**config.mk**
```make
export PLATFORM = sky130hd
export DESIGN_NAME = fp_subtractor
export DESIGN_NICKNAME = d
export VERILOG_FILES = /design/src/rtl/fp_subtractor.sv
export SDC_FILE = /design/constraint.sdc
export NUM_CORES = 1
export LEC_CHECK = 0
export BUFFER_PORTS_ARGS = -buffer_cell sky130_fd_sc_hd__buf_2
export CORE_ASPECT_RATIO = 1.4
export CORE_UTILIZATION = 51
export CTS_CLUSTER_DIAMETER = 150
export CTS_CLUSTER_SIZE = 8
export DETAILED_ROUTE_END_ITERATION = 8
export GPL_TIMING_DRIVEN = 0
export PLACE_DENSITY_LB_ADDON = 0.1
export SETUP_SLACK_MARGIN = 0.4
export SLEW_MARGIN = 5
export SYNTH_ARGS = -nofsm -noshare
export SYNTH_HDL_FRONTEND = slang
export SYNTH_SLANG_ARGS = --single-unit
```
**constraint.sdc**
```tcl
create_clock -name clk -period 6.7 [get_ports clk]
set_input_delay 0.67 -clock clk [delete_from_list [all_inputs] [get_ports clk]]
set_output_delay 0.67 -clock clk [all_outputs]
set_load 0.02 [all_outputs]
```
**src/rtl/fp_subtractor.sv**
```systemverilog
// Multi-cycle IEEE-754 single-precision subtractor (result = srcA - srcB), truncating, denormals flushed.
// Latency 4 edges from accept to out_valid plus one per left-normalise shift; one op in flight, result held until out_ready.
module fp_subtractor (
   input  logic        clk,
   input  logic        reset,
   input  logic        in_valid,
   output logic        in_ready,
   input  logic [31:0] srcA,
   input  logic [31:0] srcB,
   output logic        out_valid,
   input  logic        out_ready,
   output logic [31:0] result
);

   typedef enum logic [2:0] {
      S_IDLE,
      S_ALIGN,
      S_ADDSUB,
      S_NORM,
      S_DONE
   } state_t;

   state_t       r_state;
   state_t       w_next;

   logic [31:0]  r_a;
   logic [31:0]  r_b;
   logic [23:0]  r_ml;
   logic [23:0]  r_ms;
   logic         r_sub;
   logic         r_sign;
   logic [8:0]   r_exp;
   logic [24:0]  r_mag;
   logic [31:0]  r_result;
   logic         r_out_valid;

   logic [7:0]   w_ea;
   logic [7:0]   w_eb;
   logic [23:0]  w_ma;
   logic [23:0]  w_mb;
   logic         w_nan;
   logic         w_a_larger;
   logic [7:0]   w_el;
   logic [7:0]   w_es;
   logic [23:0]  w_ml;
   logic [23:0]  w_ms;
   logic         w_sl;
   logic [7:0]   w_diff;
   logic [23:0]  w_ms_sh;
   logic [22:0]  w_mag_sh;
   logic [8:0]   w_exp_inc;
   logic         w_norm_done;
   logic         w_out_hs;

   assign w_ea  = r_a[30:23];
   assign w_eb  = r_b[30:23];
   assign w_ma  = (w_ea == 8'd0) ? 24'd0 : {1'b1, r_a[22:0]};
   assign w_mb  = (w_eb == 8'd0) ? 24'd0 : {1'b1, r_b[22:0]};
   assign w_nan = (w_ea == 8'hFF) || (w_eb == 8'hFF);

   // Ties keep A as the larger operand; equal magnitudes cancel to zero either way.
   assign w_a_larger = (w_ea > w_eb) || ((w_ea == w_eb) && (w_ma >= w_mb));
   assign w_el    = w_a_larger ? w_ea : w_eb;
   assign w_es    = w_a_larger ? w_eb : w_ea;
   assign w_ml    = w_a_larger ? w_ma : w_mb;
   assign w_ms    = w_a_larger ? w_mb : w_ma;
   assign w_sl    = w_a_larger ? r_a[31] : ~r_b[31];
   assign w_diff  = w_el - w_es;
   assign w_ms_sh = (w_diff >= 8'd24) ? 24'd0 : (w_ms >> w_diff);

   assign w_mag_sh    = r_mag[23:1];
   assign w_exp_inc   = r_exp + 9'd1;
   assign w_norm_done = (r_mag == 25'd0) || r_mag[24] || r_mag[23] || (r_exp == 9'd1);
   assign w_out_hs    = r_out_valid && out_ready;

   assign in_ready  = (r_state == S_IDLE);
   assign out_valid = r_out_valid;
   assign result    = r_result;

   always_ff @(posedge clk or negedge reset) begin
      if (!reset) begin
         r_state <= S_IDLE;
      end else begin
         r_state <= w_next;
      end
   end

   always_comb begin
      w_next = r_state;
      case (r_state)
         S_IDLE:   if (in_valid) w_next = S_ALIGN;
         S_ALIGN:  w_next = w_nan ? S_DONE : S_ADDSUB;
         S_ADDSUB: w_next = S_NORM;
         S_NORM:   if (w_norm_done) w_next = S_DONE;
         S_DONE:   if (w_out_hs) w_next = S_IDLE;
         default:  w_next = S_IDLE;
      endcase
   end

   always_ff @(posedge clk or negedge reset) begin
      if (!reset) begin
         r_a         <= 32'd0;
         r_b         <= 32'd0;
         r_ml        <= 24'd0;
         r_ms        <= 24'd0;
         r_sub       <= 1'b0;
         r_sign      <= 1'b0;
         r_exp       <= 9'd0;
         r_mag       <= 25'd0;
         r_result    <= 32'd0;
         r_out_valid <= 1'b0;
      end else begin
         // out_valid rises one edge after DONE is entered and drops on the output handshake.
         r_out_valid <= (r_state == S_DONE) && !w_out_hs;
         case (r_state)
            S_IDLE: begin
               if (in_valid) begin
                  r_a <= srcA;
                  r_b <= srcB;
               end
            end
            S_ALIGN: begin
               if (w_nan) r_result <= 32'h7FC0_0000;
               r_ml   <= w_ml;
               r_ms   <= w_ms_sh;
               r_exp  <= {1'b0, w_el};
               r_sign <= w_sl;
               r_sub  <= (r_a[31] == r_b[31]);
            end
            S_ADDSUB: begin
               r_mag <= r_sub ? ({1'b0, r_ml} - {1'b0, r_ms}) : ({1'b0, r_ml} + {1'b0, r_ms});
            end
            S_NORM: begin
               if (r_mag == 25'd0) begin
                  r_result <= 32'h0000_0000;
               end else if (r_mag[24]) begin
                  r_mag <= {2'b01, w_mag_sh};
                  r_exp <= w_exp_inc;
                  r_result <= (w_exp_inc == 9'd255) ? {r_sign, 8'hFF, 23'd0}
                                                    : {r_sign, w_exp_inc[7:0], w_mag_sh};
               end else if (r_mag[23]) begin
                  r_result <= {r_sign, r_exp[7:0], r_mag[22:0]};
               end else if (r_exp == 9'd1) begin
                  r_result <= 32'h0000_0000;
               end else begin
                  r_mag <= r_mag << 1;
                  r_exp <= r_exp - 9'd1;
               end
            end
            default: begin
            end
         endcase
      end
   end

endmodule
```
==> results.yml, run 1 <==
final_layout:
  fin_cells: 1925
  nNetsFinal: 1728
  drive_gt1_share_pct: 17.4
  final_cell_area_sq_um: 14400
  area_delta_synth_final_pct: 12.7
  antenna_cells: 0
  n_fill_cell: 2348
  post-route-util_pct: 58.6
die:
  core-area_sq_um: 24700
  initial_utilization_pct: 52.0
  io_pins: 102
  die_w_um: 136
  die_h_um: 190
  die_area_sq_um: 25800
  fp-row-count: 68
placement:
  dpl.cell_count: 1892
  gp_congestion: 0.947
  place_area_sq_um: 13800
  place_ws_ns: -0.353
  hpwl_mm: 29.4
  port_buffers: 101
drt:
  vias: 11552
  wl_per_cell_um: 19.3
  route.detailed.drc: 0
  via_per_inst: 6.00
  ant_nets: 0
  routed_wl_mm: 37.2
  dr.pass1.iters: 8
  drt_iter0_markers: 698
setup_path:
  crit_path_end_kind: "register"
  cp-start-kind: "register"
  path_class: "register to register"
  required_ns: 7.07
  reg2reg_setup_slack_ns: 0.63
  r2r_end: "r_ms[0]"
  r2r-start: "r_a[28]"
  crit_fanout: 10
  rr_worst_depth: 22
  cp.arrival_ns: 6.44
timing:
  finalCriticalPeriod_ns: 6.07
  worst_clock_skew_ns: 0.0146
  relSlewSlack_pct: 34.7
  finalCritPeriodShare_pct: 90.6
  setup_slack_ns: 0.627
  worst-slew-pin-transition_ns: 0.973
  drv_slew: 0
  rsz0062_at_grt: "no"
  hold_violations: 0
  clock.fmax_mhz: 165
  finalSetupViolations: 0
yosys:
  syn_nets: 1606
  yosysUniqueCellTypes: 89
  synth_seq_area_share_pct: 35.9
  synthAdderAreaFrac_pct: 6.21
  netlist_area_sq_um: 12800
  ys_ff_latch: 184
  synth-simple-area-share_pct: 17.1
  synth_xor_area_share_pct: 3.26
  synth_edf_count: 0
  ys.flop_type: "dfrtp_1"
  synth.mux.area_fraction_pct: 11.4
  syn_avg_cell_area_sq_um: 8.69
  synth_top_family_by_area: "compound AO/OA/AOI/OAI gates"
  async_flop_share_pct: 100
  synth_compound_area_share_pct: 21.8
  synthCells: 1475
  synth-warning-count: 0
global_route:
  grt_usage_pct: 30.5
  grt_max_degree: 118
  grt-ovfl-total: 0
  grt_pass1_wl_mm: 60.9
  antenna_found_initial: 0
  grt_pass1_vias: 11563
clocking:
  clk_path_buf_depth: 2
  root_buffer: "clkbuf_16"
  h-tree-depth: 4
  numCtsBuffers: 17
  clk_pin_slew_worst_paths_ns: 0.08
  tritoncts: "done"
  clkSinkCount: 184
  worstSkewPairLatency_ns: 0.46
  cts_hold_buf: 0
run:
  cap_violations: 0
hold_path:
  holdCritPathClass: "input port to async pin"
run_status:
  outcome: "completed"
## per-stage QoR
stage	setup TNS, ns	hold WS (ns)
2_1_floorplan	0	0.374
3_3_place_gp	-1.98	0.458
3_5_place_dp	-3.24	0.465
4_1_cts	0	0.177
5_1_grt	0	0.188
6_report	0	0.143
## worst max path at each step
| stage | start | slack [ns] | to | cells past startpoint |
|---|---|---|---|---|
| 2_1_floorplan | r_a[24] | 1.20 | r_ms[0] | 22 |
| 3_3_place_gp | r_a[27] | -0.29 | r_ms[3] | 22 |
| 3_5_place_dp | r_a[27] | -0.35 | r_ms[3] | 22 |
| 4_1_cts | r_a[24] | 0.45 | r_ms[0] | 22 |
| 5_1_grt | r_b[23] | 0.37 | r_ms[0] | 22 |
| 6_report | r_a[28] | 0.63 | r_ms[0] | 22 |
## cells in the mapped netlist (27+ instances only)
master	number	area [sq um]
o21ai_1	31	155
mux2i_1	27	270
a21oi_1	106	531
dfrtp_1	184	4600
xnor2_1	28	245
nor3_1	30	150
ha_1	62	776
nor2_1	138	518
mux2_2	69	777
clkbuf_1	70	263
nand2_1	203	762
inv_1	56	210
o21ai_0	149	746
a22oi_1	35	263
## final cells by class
type                       instances  area (sq um)  area share, %
clock buffer                      19           453           3.14
timing repair buffer             103           551           3.81
tap                              315           394           2.73
clock inverter                    13           131          0.909
multi-input combinational       1152          7740           53.6
sequential                       184          4610           31.9
inverter                          56           210           1.45
buffer                            83           358           2.48
## kinds of logic after synthesis
kind of cell | after synthesis
DFF | 184
and+or+nand+nor | 484
AOI/OAI and AO/OA | 444
muxes | 115
buffers and inverters | 139
xor gates and xnor gates | 46
adders and majority gates | 63
## repair_timing
action / 4_1_cts / 5_1_grt
endpoints found under the setup margin: 24 / 24
buffers inserted: 1 / 0
hold endpoints to repair: 0 / 0
pin swaps: 1 / 2
resized for setup: 12 / 20
## sequential cells by signal, summed over array words and instances (netlist names), 3 cells and up
name,count
r_a,32
r_b,32
r_mag,25
r_state,3
r_exp,9
r_ml,24
r_ms,24
result,32
## critical path, cell delays in order (launching register included)
cell	delay (ns)
dfrtp_1	0.47
nor4_4	0.32
nand2_2	0.18
buf_2	0.24
and2_1	0.22
ha_1	0.31
nand2_1	0.13
nor4_2	0.36
nand2_1	0.17
o211a_2	0.35
nor2_4	0.13
buf_6	0.19
buf_4	0.24
buf_4	0.24
clkbuf_4	0.24
a21oi_1	0.08
ha_1	0.25
o311a_1	0.37
a211o_1	0.33
xor2_4	0.25
mux2_1	0.34
or4_1	0.46
o221ai_1	0.10
## cells in the final DEF (no fill, tap or decap), types with 7 or more instances in the layout
cell         n
o211ai_1     8
buf_2      107
o21a_1      10
a31oi_1     10
nor4_1      17
and2_1       9
xnor2_1     28
nor3_1      30
o22a_1       7
nand4_1     11
clkbuf_1    61
mux2i_1     27
a21oi_1    105
or3_1       10
mux2_2      69
dfrtp_1    181
o21ai_0    148
a21o_1       7
clkbuf_16   17
inv_1       56
nor2_1     138
mux4_2      18
xor2_1      15
nand3_1     12
ha_1        62
nor2b_1      9
a211oi_1     7
a211o_1      7
nand2b_1     8
nand2_1    201
a22oi_1     34
o21ai_1     32
a221o_1      9
## per-layer routing
layer  part of all wire (%)  routed length, um  up-vias  GRT usage, %
li1                       -                  -     5601             -
met1                     40              14900     5547          35.4
met2                     53              19700      324          55.3
met3                    3.2               1180       80          3.09
met4                    3.8               1420        0          14.4
met5                      0                  0        -             0
Power of run 1 is not shown: default switching activity piles up to over one toggle a cycle in this logic, so the estimate is an artifact.
==> inputs of run 2 (changes only) <==
--- a/config.mk
+++ b/config.mk
@@ -12,7 +12,7 @@
 export CTS_CLUSTER_SIZE = 8
 export DETAILED_ROUTE_END_ITERATION = 8
 export GPL_TIMING_DRIVEN = 0
-export PLACE_DENSITY_LB_ADDON = 0.1
+export PLACE_DENSITY = 0.8
 export SETUP_SLACK_MARGIN = 0.4
 export SLEW_MARGIN = 5
 export SYNTH_ARGS = -nofsm -noshare
==> run 2 against run 1 <==
- maximum frequency increased by 1.3%
- final area about the same
- clock skew decreased by 0.0070 ns
- sequential cell count unchanged
- first-iteration DRC count increased by 6.9%
- via count increased by 1.5%
- register-to-register slack improved by 0.08 ns
- critical path depth unchanged
- die area unchanged
- hold slack improved by 0.014 ns
==> results.yml, run 2 (synthesis gave the netlist of run 1 again) <==
timing:
  fin_setup_tns_ns: 0
  setup_slack_ns: 0.705
  clock.fmax_mhz: 167
  rsz0062_at_grt: "no"
  hold_violations: 0
  finalCriticalPeriod_ns: 5.99
  finalCritPeriodShare_pct: 89.5
  worst_clock_skew_ns: 0.00759
  worst-slew-pin-transition_ns: 0.951
  finalSetupViolations: 0
  holdWs_ns: 0.157
  relSlewSlack_pct: 36.1
  drv_slew: 0
drt:
  via_per_inst: 6.09
  routed_wl_mm: 36.2
  route.detailed.drc: 0
  drt_iter0_markers: 746
  ant_nets: 0
  dr.pass1.iters: 5
  vias: 11729
  wl_per_cell_um: 18.8
setup_path:
  cp-start-kind: "register"
  crit_path_end_kind: "register"
  path_class: "register to register"
  cp.arrival_ns: 6.35
  required_ns: 7.05
  crit_fanout: 10
final_layout:
  drive_gt1_share_pct: 17.2
  final_cell_mix: "nand2_1, dfrtp_1, o21ai_0, nor2_1, buf_2"
  n_fill_cell: 2279
  area_delta_synth_final_pct: 12.7
  nNetsFinal: 1730
  final_common_cell: "nand2_1"
  post-route-util_pct: 58.5
  antenna_cells: 0
clocking:
  root_buffer: "clkbuf_16"
  numCtsBuffers: 17
  clk_path_buf_depth: 2
  worstSkewPairLatency_ns: 0.45
  clkSinkCount: 184
  clk_pin_slew_worst_paths_ns: 0.07
  tritoncts: "done"
  h-tree-depth: 4
global_route:
  grt_max_degree: 122
  grt_pass1_wl_mm: 59.7
  grt_usage_pct: 29.6
  grt_pass1_vias: 11869
  antenna_found_initial: 0
  grt-ovfl-total: 0
die:
  fp-row-count: 68
  die_h_um: 190
  initial_utilization_pct: 52.0
  die_area_sq_um: 25800
  die_w_um: 136
  core-area_sq_um: 24700
  io_pins: 102
hold_path:
  holdCritPathClass: "input port to async pin"
placement:
  hpwl_mm: 28.4
  gp_congestion: 0.960
  port_buffers: 101
  place_ws_ns: -0.465
run_status:
  outcome: "completed"
run:
  cap_violations: 0
run 2: changes by cell type in the layout (fill, tap and decap cells not counted), moves of 2 or more:
cell / before / now
dfrtp_2: 3 / 1
dfrtp_1: 181 / 183
inv_8: 5 / 1
clkbuf_1: 61 / 64
run 2: final cells by class:
type | instances | area, sq um | area share (%)
multi-input combinational | 1152 | 7740 | 53.6
sequential | 184 | 4610 | 31.9
timing repair buffer | 105 | 566 | 3.92
clock buffer | 21 | 460 | 3.19
tap | 315 | 394 | 2.73
buffer | 83 | 360 | 2.49
inverter | 56 | 210 | 1.46
clock inverter | 11 | 113 | 0.780
run 2: final timing paths:
kind,from,endpoint,slack [ns],cells after the start
worst max-delay path,r_b[25],r_ms[0],0.71,22
min in group clk,srcB[26],r_b[26],0.43,3
max in group asynchronous,reset,r_mag[10],5.59,2
worst min-delay path,reset,r_a[18],0.16,1
worst max register to register,r_b[25],r_ms[0],0.71,22
worst min register to register,result[16],result[16],0.47,2
run 2: per-stage QoR:
stage,area [sq um],std cells
3_5_place_dp,13800,1892
3_3_place_gp,13700,1891
5_1_grt,14400,1927
6_report,14400,1927
4_1_cts,14400,1925
2_1_floorplan,12800,1475
run 2: what timing repair did:
| action | CTS | global route |
|---|---|---|
| hold buffers | 0 | 0 |
| setup buffers | 1 | 2 |
| endpoints found under the setup margin | 24 | 24 |
| gates resized for setup | 13 | 18 |
| hold endpoints to repair | 0 | 0 |
| pin swaps | 1 | 1 |
run 2: metal layers:
layer  GRT usage (%)  vias to the layer above  part of all wire, %
met1            33.1                     5601                   39
met2            52.8                      402                   52
met5               0                        -                    0
li1                -                     5612                    -
met4            17.4                        0                  5.1
met3            4.05                      114                  4.4
run 2: critical path, stage by stage (launching register included):
cell	delay (ns)
dfrtp_1	0.45
nor4_1	0.38
nand2_2	0.23
clkbuf_2	0.26
nand2_1	0.17
ha_1	0.19
nand4_1	0.20
nor4_4	0.36
nand2_1	0.16
o211a_2	0.35
nor2_4	0.12
buf_6	0.18
buf_6	0.19
buf_4	0.22
clkbuf_4	0.24
a21oi_1	0.09
ha_1	0.25
o311a_1	0.37
a211o_1	0.34
xor2_4	0.23
mux2_1	0.34
or4_1	0.45
o221ai_1	0.10
Power of run 2 is left out for the same reason.
